### config.mk
export PLATFORM = sky130hd
export DESIGN_NAME = lsu_ctrl
export DESIGN_NICKNAME = d
export VERILOG_FILES = /design/src/rtl/decoder_pkg.sv /design/src/rtl/lsu_pkg.sv /design/src/rtl/lsu_rdata_ext.sv /design/src/rtl/lsu_ctrl.sv
export SDC_FILE = /design/constraint.sdc
export NUM_CORES = 1
export LEC_CHECK = 0
export ABC_AREA = 1
export CAP_MARGIN = 20
export CORE_ASPECT_RATIO = 1.5
export CORE_UTILIZATION = 40
export CTS_CLUSTER_SIZE = 10
export DETAILED_ROUTE_END_ITERATION = 10
export GPL_ROUTABILITY_DRIVEN = 1
export GPL_TIMING_DRIVEN = 0
export PLACE_DENSITY = 0.76
export SYNTH_ARGS = -nofsm -noshare
export SYNTH_HDL_FRONTEND = slang
export SYNTH_SLANG_ARGS = --single-unit
### constraint.sdc
create_clock -name clk_i -period 1.7 [get_ports clk_i]
set_input_delay 0.255 -clock clk_i [delete_from_list [all_inputs] [get_ports clk_i]]
set_output_delay 0.255 -clock clk_i [all_outputs]
set_load 0.02 [all_outputs]
### src/rtl/decoder_pkg.sv
`default_nettype none
// ============================================================================
// Module      : decoder_pkg
// Description : Load/store access-type encodings shared by the decoder and
//               the LSU. Values follow the RV32 funct3 field of LOAD/STORE.
// Revision    : 1.0 - initial release
// ============================================================================
package decoder_pkg;

  localparam logic [2:0] LDST_B  = 3'b000;
  localparam logic [2:0] LDST_H  = 3'b001;
  localparam logic [2:0] LDST_W  = 3'b010;
  localparam logic [2:0] LDST_BU = 3'b100;
  localparam logic [2:0] LDST_HU = 3'b101;

endpackage
`default_nettype wire

### src/rtl/lsu_pkg.sv
`default_nettype none
// ============================================================================
// Module      : lsu_pkg
// Description : LSU-wide types and constants: controller state encoding,
//               base byte-enable patterns and the access legality rule.
// Revision    : 1.0 - initial release
// ============================================================================
package lsu_pkg;

  import decoder_pkg::*;

  typedef enum logic [1:0] {
    LSU_IDLE   = 2'd0,
    LSU_ACCESS = 2'd1,
    LSU_DONE   = 2'd2
  } lsu_state_t;

  // Byte-enable patterns for lane 0; shifted to the addressed lane.
  localparam logic [3:0] LSU_BE_B = 4'b0001;
  localparam logic [3:0] LSU_BE_H = 4'b0011;
  localparam logic [3:0] LSU_BE_W = 4'b1111;

  // Naturally aligned accesses only; unsigned variants exist for loads only.
  function automatic logic lsu_access_legal(input logic       we,
                                            input logic [2:0] size,
                                            input logic [1:0] off);
    logic ok;
    case (size)
      LDST_B:  ok = 1'b1;
      LDST_BU: ok = ~we;
      LDST_H:  ok = ~off[0];
      LDST_HU: ok = ~we & ~off[0];
      LDST_W:  ok = (off == 2'b00);
      default: ok = 1'b0;
    endcase
    return ok;
  endfunction

endpackage
`default_nettype wire

### src/rtl/lsu_rdata_ext.sv
`default_nettype none
// ============================================================================
// Module      : lsu_rdata_ext
// Description : Combinational load-data lane select and sign/zero extension.
// Ports       : rdata_i  - raw 32-bit word from memory
//               size_i   - access type (LDST_* encoding)
//               off_i    - byte offset within the word (addr[1:0])
//               data_o   - extended 32-bit load result
// Revision    : 1.0 - initial release
// ============================================================================
module lsu_rdata_ext
  import decoder_pkg::*;
(
  input  logic [31:0] rdata_i,
  input  logic [2:0]  size_i,
  input  logic [1:0]  off_i,
  output logic [31:0] data_o
);

  logic [7:0]  byte_sel;
  logic [15:0] half_sel;

  always_comb begin
    case (off_i)
      2'd0:    byte_sel = rdata_i[7:0];
      2'd1:    byte_sel = rdata_i[15:8];
      2'd2:    byte_sel = rdata_i[23:16];
      default: byte_sel = rdata_i[31:24];
    endcase
    half_sel = off_i[1] ? rdata_i[31:16] : rdata_i[15:0];

    case (size_i)
      LDST_B:  data_o = {{24{byte_sel[7]}}, byte_sel};
      LDST_BU: data_o = {24'd0, byte_sel};
      LDST_H:  data_o = {{16{half_sel[15]}}, half_sel};
      LDST_HU: data_o = {16'd0, half_sel};
      default: data_o = rdata_i;
    endcase
  end

endmodule
`default_nettype wire

### src/rtl/lsu_ctrl.sv
`default_nettype none
// ============================================================================
// Module      : lsu_ctrl
// Description : Single-outstanding load/store controller between the core
//               and a ready-handshake memory port, with bus timeout.
// Ports       : clk_i, rst_ni          - clock, async active-low reset
//               core_req/we/size/addr/wd_i - memory instruction from decoder
//               core_rd_o              - extended load data (held)
//               core_stall_o           - stall PC / regfile write
//               core_misalign_o        - pulse: illegal/misaligned access
//               core_fault_o           - pulse: bus timeout
//               mem_req/we/be/addr/wd_o - memory request
//               mem_rd_i, mem_ready_i  - memory response
// Revision    : 1.0 - initial release
// ============================================================================
module lsu_ctrl
  import decoder_pkg::*;
  import lsu_pkg::*;
#(
  parameter int unsigned TIMEOUT_CYCLES = 255
) (
  input  logic        clk_i,
  input  logic        rst_ni,
  input  logic        core_req_i,
  input  logic        core_we_i,
  input  logic [2:0]  core_size_i,
  input  logic [31:0] core_addr_i,
  input  logic [31:0] core_wd_i,
  output logic [31:0] core_rd_o,
  output logic        core_stall_o,
  output logic        core_misalign_o,
  output logic        core_fault_o,
  output logic        mem_req_o,
  output logic        mem_we_o,
  output logic [3:0]  mem_be_o,
  output logic [31:0] mem_addr_o,
  output logic [31:0] mem_wd_o,
  input  logic [31:0] mem_rd_i,
  input  logic        mem_ready_i
);

  localparam logic [7:0] TMO_LIMIT = 8'(TIMEOUT_CYCLES);

  lsu_state_t  state_q, state_d;
  logic        we_q, we_d;
  logic [2:0]  size_q, size_d;
  logic [3:0]  be_q, be_d;
  logic [31:0] addr_q, addr_d;
  logic [31:0] wd_q, wd_d;
  logic [31:0] rd_q, rd_d;
  logic [7:0]  cnt_q, cnt_d;
  logic        fault_q, fault_d;

  logic        stall_c, misalign_c, legal_c;
  logic [3:0]  be_new;
  logic [31:0] wd_new, ext_data;

  // Extension uses the registered request so core inputs may change freely.
  lsu_rdata_ext u_rdata_ext (
    .rdata_i (mem_rd_i),
    .size_i  (size_q),
    .off_i   (addr_q[1:0]),
    .data_o  (ext_data)
  );

  assign legal_c = lsu_access_legal(core_we_i, core_size_i, core_addr_i[1:0]);

  always_comb begin
    case (core_size_i)
      LDST_B, LDST_BU: begin
        be_new = LSU_BE_B << core_addr_i[1:0];
        wd_new = {4{core_wd_i[7:0]}};
      end
      LDST_H, LDST_HU: begin
        be_new = LSU_BE_H << {core_addr_i[1], 1'b0};
        wd_new = {2{core_wd_i[15:0]}};
      end
      default: begin
        be_new = LSU_BE_W;
        wd_new = core_wd_i;
      end
    endcase
  end

  always_comb begin
    state_d    = state_q;
    we_d       = we_q;
    size_d     = size_q;
    be_d       = be_q;
    addr_d     = addr_q;
    wd_d       = wd_q;
    rd_d       = rd_q;
    cnt_d      = cnt_q;
    fault_d    = fault_q;
    stall_c    = 1'b0;
    misalign_c = 1'b0;

    case (state_q)
      LSU_IDLE: begin
        if (core_req_i) begin
          if (legal_c) begin
            stall_c = 1'b1;
            we_d    = core_we_i;
            size_d  = core_size_i;
            be_d    = be_new;
            addr_d  = core_addr_i;
            wd_d    = wd_new;
            cnt_d   = 8'd0;
            fault_d = 1'b0;
            state_d = LSU_ACCESS;
          end else begin
            misalign_c = 1'b1;
          end
        end
      end
      LSU_ACCESS: begin
        stall_c = 1'b1;
        // Ready wins over a timeout landing in the same cycle.
        if (mem_ready_i) begin
          if (!we_q) rd_d = ext_data;
          state_d = LSU_DONE;
        end else begin
          cnt_d = cnt_q + 8'd1;
          if (cnt_d == TMO_LIMIT) begin
            fault_d = 1'b1;
            if (!we_q) rd_d = 32'd0;
            state_d = LSU_DONE;
          end
        end
      end
      LSU_DONE: begin
        state_d = LSU_IDLE;
      end
      default: begin
        state_d = LSU_IDLE;
      end
    endcase
  end

  always_ff @(posedge clk_i or negedge rst_ni) begin
    if (!rst_ni) begin
      state_q <= LSU_IDLE;
      we_q    <= 1'b0;
      size_q  <= 3'd0;
      be_q    <= 4'd0;
      addr_q  <= 32'd0;
      wd_q    <= 32'd0;
      rd_q    <= 32'd0;
      cnt_q   <= 8'd0;
      fault_q <= 1'b0;
    end else begin
      state_q <= state_d;
      we_q    <= we_d;
      size_q  <= size_d;
      be_q    <= be_d;
      addr_q  <= addr_d;
      wd_q    <= wd_d;
      rd_q    <= rd_d;
      cnt_q   <= cnt_d;
      fault_q <= fault_d;
    end
  end

  // Combinational core handshakes are masked so reset forces them low too.
  assign core_stall_o    = stall_c & rst_ni;
  assign core_misalign_o = misalign_c & rst_ni;
  assign core_fault_o    = (state_q == LSU_DONE) & fault_q;
  assign core_rd_o       = rd_q;
  assign mem_req_o       = (state_q == LSU_ACCESS);
  assign mem_we_o        = we_q;
  assign mem_be_o        = be_q;
  assign mem_addr_o      = addr_q;
  assign mem_wd_o        = wd_q;

endmodule
`default_nettype wire

==> flow_summary.toml <==
[status]
status = "finished, violations left"
violations = "setup timing"

[yosys]
synthXorXnorAreaFrac = 0
yosysWarnings = 0
syn_inst = 718
ys_ff_latch = 115
synth_edf_count = 0
syn_avg_cell_area_sq_um = 7.82
seq_area_frac_synth = 0.512
synth_fa_ha_area_frac = 0.00446
synthArstFlopShare = 1.00
yosys.area_share.simple = 0.303
ys.flop_type = "dfrtp_1"
synth_compound_area_frac = 0.118
synth.cell_area_sq_mm = 0.00562
synthMuxAreaShare = 0
syn_nets = 824
synth_cell_type_count = 30
synth_top_family_by_area = "simple AND/OR/NAND/NOR gates"

[drt]
drt_iter0_markers = 286
ant_nets = 0
routedWlPerCell_microns = 16.2
drc = 0
vias = 5885
drt_wl_total_mm = 18.6
vias_per_cell = 5.13
first_pass_iters = 5

[grt]
grt_remaining_overflow = 0
antenna_found_initial = 2
grt_use_total = 0.259
first_global_vias = 5748
grt_max_degree = 68
grt_pass1_wl_mm = 28.9

[timing]
worstMarginPinSlew_ns = 0.513
setup_viol = 33
setup_ws_ns = -0.169
hold_viol_final = 0
slew_headroom = 0.658
slew_viol_final = 0
max_freq_mhz = 535
post-route-min-period_ns = 1.87
finalCritPeriodShare = 1.10
tns_ns = -4.80
rsz0062_at_grt = "yes"
finalClockSkew_ns = 0.00794

[power]
combPwrFrac = 0.415
p_seq_frac = 0.312
netSwitchingFraction = 0.368
pwr_density_cell_mw_per_mm2 = 1500
peakVddDrop_mv = 0.947
leakage_nw = 4.44
clkPwrFrac = 0.273
internal_power_mw = 8.56
p_switching_mw = 4.99

[die]
core.rowCount = 52
io-pin-count = 209
die_h_microns = 147
die-area_sq_mm = 0.0145
initial_utilization = 0.413
die_width_microns = 98.8
core_sq_mm = 0.0136

[clocking]
cts_max_level = 4
worst_skew_pair.late_latency_ns = 0.42
clock_path_buffers = 2
clkTransAtPathRegs_ns = 0.06
cts_tree = "yes"
clockRootBuffer = "clkbuf_16"
cts_made_buffers = 17
cts.sinks = 115

[critical_path]
cp_cell_sequence = "ha_4 -> nand2_1 -> nand2_2 -> nor2_2 -> nand3_1 -> nor2_1 -> nand2_2 -> nand2_4 -> nand3_4 -> buf_6 -> nand2_2 -> nand2_1"
critPathRequiredTime_ns = 2.01
crit_path_frequent_cell = "nand2_2"
endpoint = "core_rd_o[19]"
worstSetupPathType = "register to register"
crit_path_end_kind = "register"
reg2regPathDepth = 12
cp-startpoint = "cnt_q[0]"
start_kind = "register"
cpPeakStageDelay_ns = 0.44
critPathSlowestCell = "dfrtp_1"
rr_endpoint = "core_rd_o[19]"
r2r-start = "cnt_q[0]"
cp.arrival_ns = 2.18
critPathMaxFanout = 8
ff2ff_setup_slack_ns = -0.17

[placed_design]
dpl_cell_area_sq_mm = 0.00792
dp_hpwl_mm = 13.2
gp_congestion = 0.952
io_buffers = 207
place_inst = 1088

[layout]
nets = 1076
final_cell_mix = "273 x nand2_1, 183 x clkdlybuf4s50_1, 115 x dfrtp_1"
final-instance-count-excl-fill = 1147
multi_input_area_sq_mm = 0.00253
final_area_sq_mm = 0.00902
n_fill_cell = 1115
mostFrequentLayoutCell = "nand2_1"
drive_above_1_share = 0.151
regArea_sq_mm = 0.00288
final_util = 0.663
area_growth_pct = 60.6

[worst_hold_path]
min_path_type = "input pin to register"

[run]
drv_cap = 0
logic make-up after synthesis:
group | Yosys count
AOI/OAI and AO/OA | 124
adders and majority gates | 2
buffers and inverters | 72
DFF | 115
and+or+nand+nor | 405
how the worst min path moves through the flow:
stage,cells past startpoint,startpoint,slack (ns),endpoint
2_1_floorplan,0,rst_ni,-0.04,cnt_q[0]
5_1_grt,3,core_we_i,0.12,mem_we_o
3_3_place_gp,2,mem_addr_o[23],0.45,mem_addr_o[23]
6_report,3,core_we_i,0.12,mem_we_o
4_1_cts,1,rst_ni,-0.25,mem_wd_o[20]
3_5_place_dp,1,rst_ni,0.24,mem_wd_o[24]
metrics by stage:
stage	total power [mW]	hold slack [ns]	setup slack [ns]
floorplan	6.86	-0.0406	0.0257
global placement	9.42	0.453	-4.52
detailed placement	9.50	0.237	-0.915
CTS	13.6	-0.250	-0.163
global route	14.3	0.125	-0.329
finish	13.6	0.120	-0.169
critical path, delay by kind of cell (launching register included):
kind	cells	cell delay, ns
and+or+nand+nor	10	0.91
adders and majority gates	1	0.21
DFF	1	0.44
buffers and inverters	1	0.19
area by class of cell:
type                    count  share of cell area
diodes                      2            0.000555
plain buffers              41              0.0287
clock buffers              18              0.0487
clock inverters            14              0.0197
inverters                  31              0.0132
multi-input cells         531               0.281
flip-flops and latches    115               0.319
well taps                 162              0.0225
repair buffers            233               0.267
power groups by stage:
stage | clock network (mW) | registers [mW] | logic [mW]
floorplan | 0 | 5.23 | 1.63
global placement | 0 | 4.19 | 5.23
detailed placement | 0 | 4.21 | 5.29
CTS | 3.75 | 4.23 | 5.58
global route | 3.90 | 4.33 | 6.02
finish | 3.70 | 4.23 | 5.62
layer usage:
metal	GRT usage	up-vias	wire length [microns]	share of wire
met3	0.0671	79	1110	0.059
met5	0	-	0	0
met4	0.164	0	1060	0.057
li1	-	2853	-	-
met2	0.433	227	9430	0.51
met1	0.291	2726	6990	0.38
state kept, by name (all words and copies together), names as in the netlist:
register / flops
cnt_q: 8
mem_wd_o: 32
mem_addr_o: 32
mem_be_o: 4
state_q: 2
mem_we_o: 1
fault_q: 1
core_rd_o: 32
size_q: 3
synth_stat cells, types with 4 or more instances:
| cell | count | area share |
|---|---|---|
| a21boi_0 | 6 | 0.0080 |
| a21oi_1 | 29 | 0.026 |
| buf_2 | 13 | 0.012 |
| buf_4 | 10 | 0.013 |
| clkbuf_1 | 15 | 0.010 |
| dfrtp_1 | 115 | 0.51 |
| inv_1 | 26 | 0.017 |
| inv_2 | 4 | 0.0027 |
| nand2_1 | 301 | 0.20 |
| nand3_1 | 20 | 0.018 |
| nand4_1 | 34 | 0.038 |
| nor2_1 | 35 | 0.023 |
| o21a_1 | 5 | 0.0067 |
| o21ai_0 | 65 | 0.058 |
| o21ai_1 | 11 | 0.0098 |
| o22ai_1 | 5 | 0.0056 |
| or2_2 | 6 | 0.0067 |
timing repair:
item,4_1_cts,5_1_grt
pin swaps,13,14
endpoints found under the hold margin,49,49
resized for setup,74,34
setup buffers,14,2
endpoints found under the setup margin,46,72
cloned,4,1
Note: power is estimated with default switching activity, not from simulation.
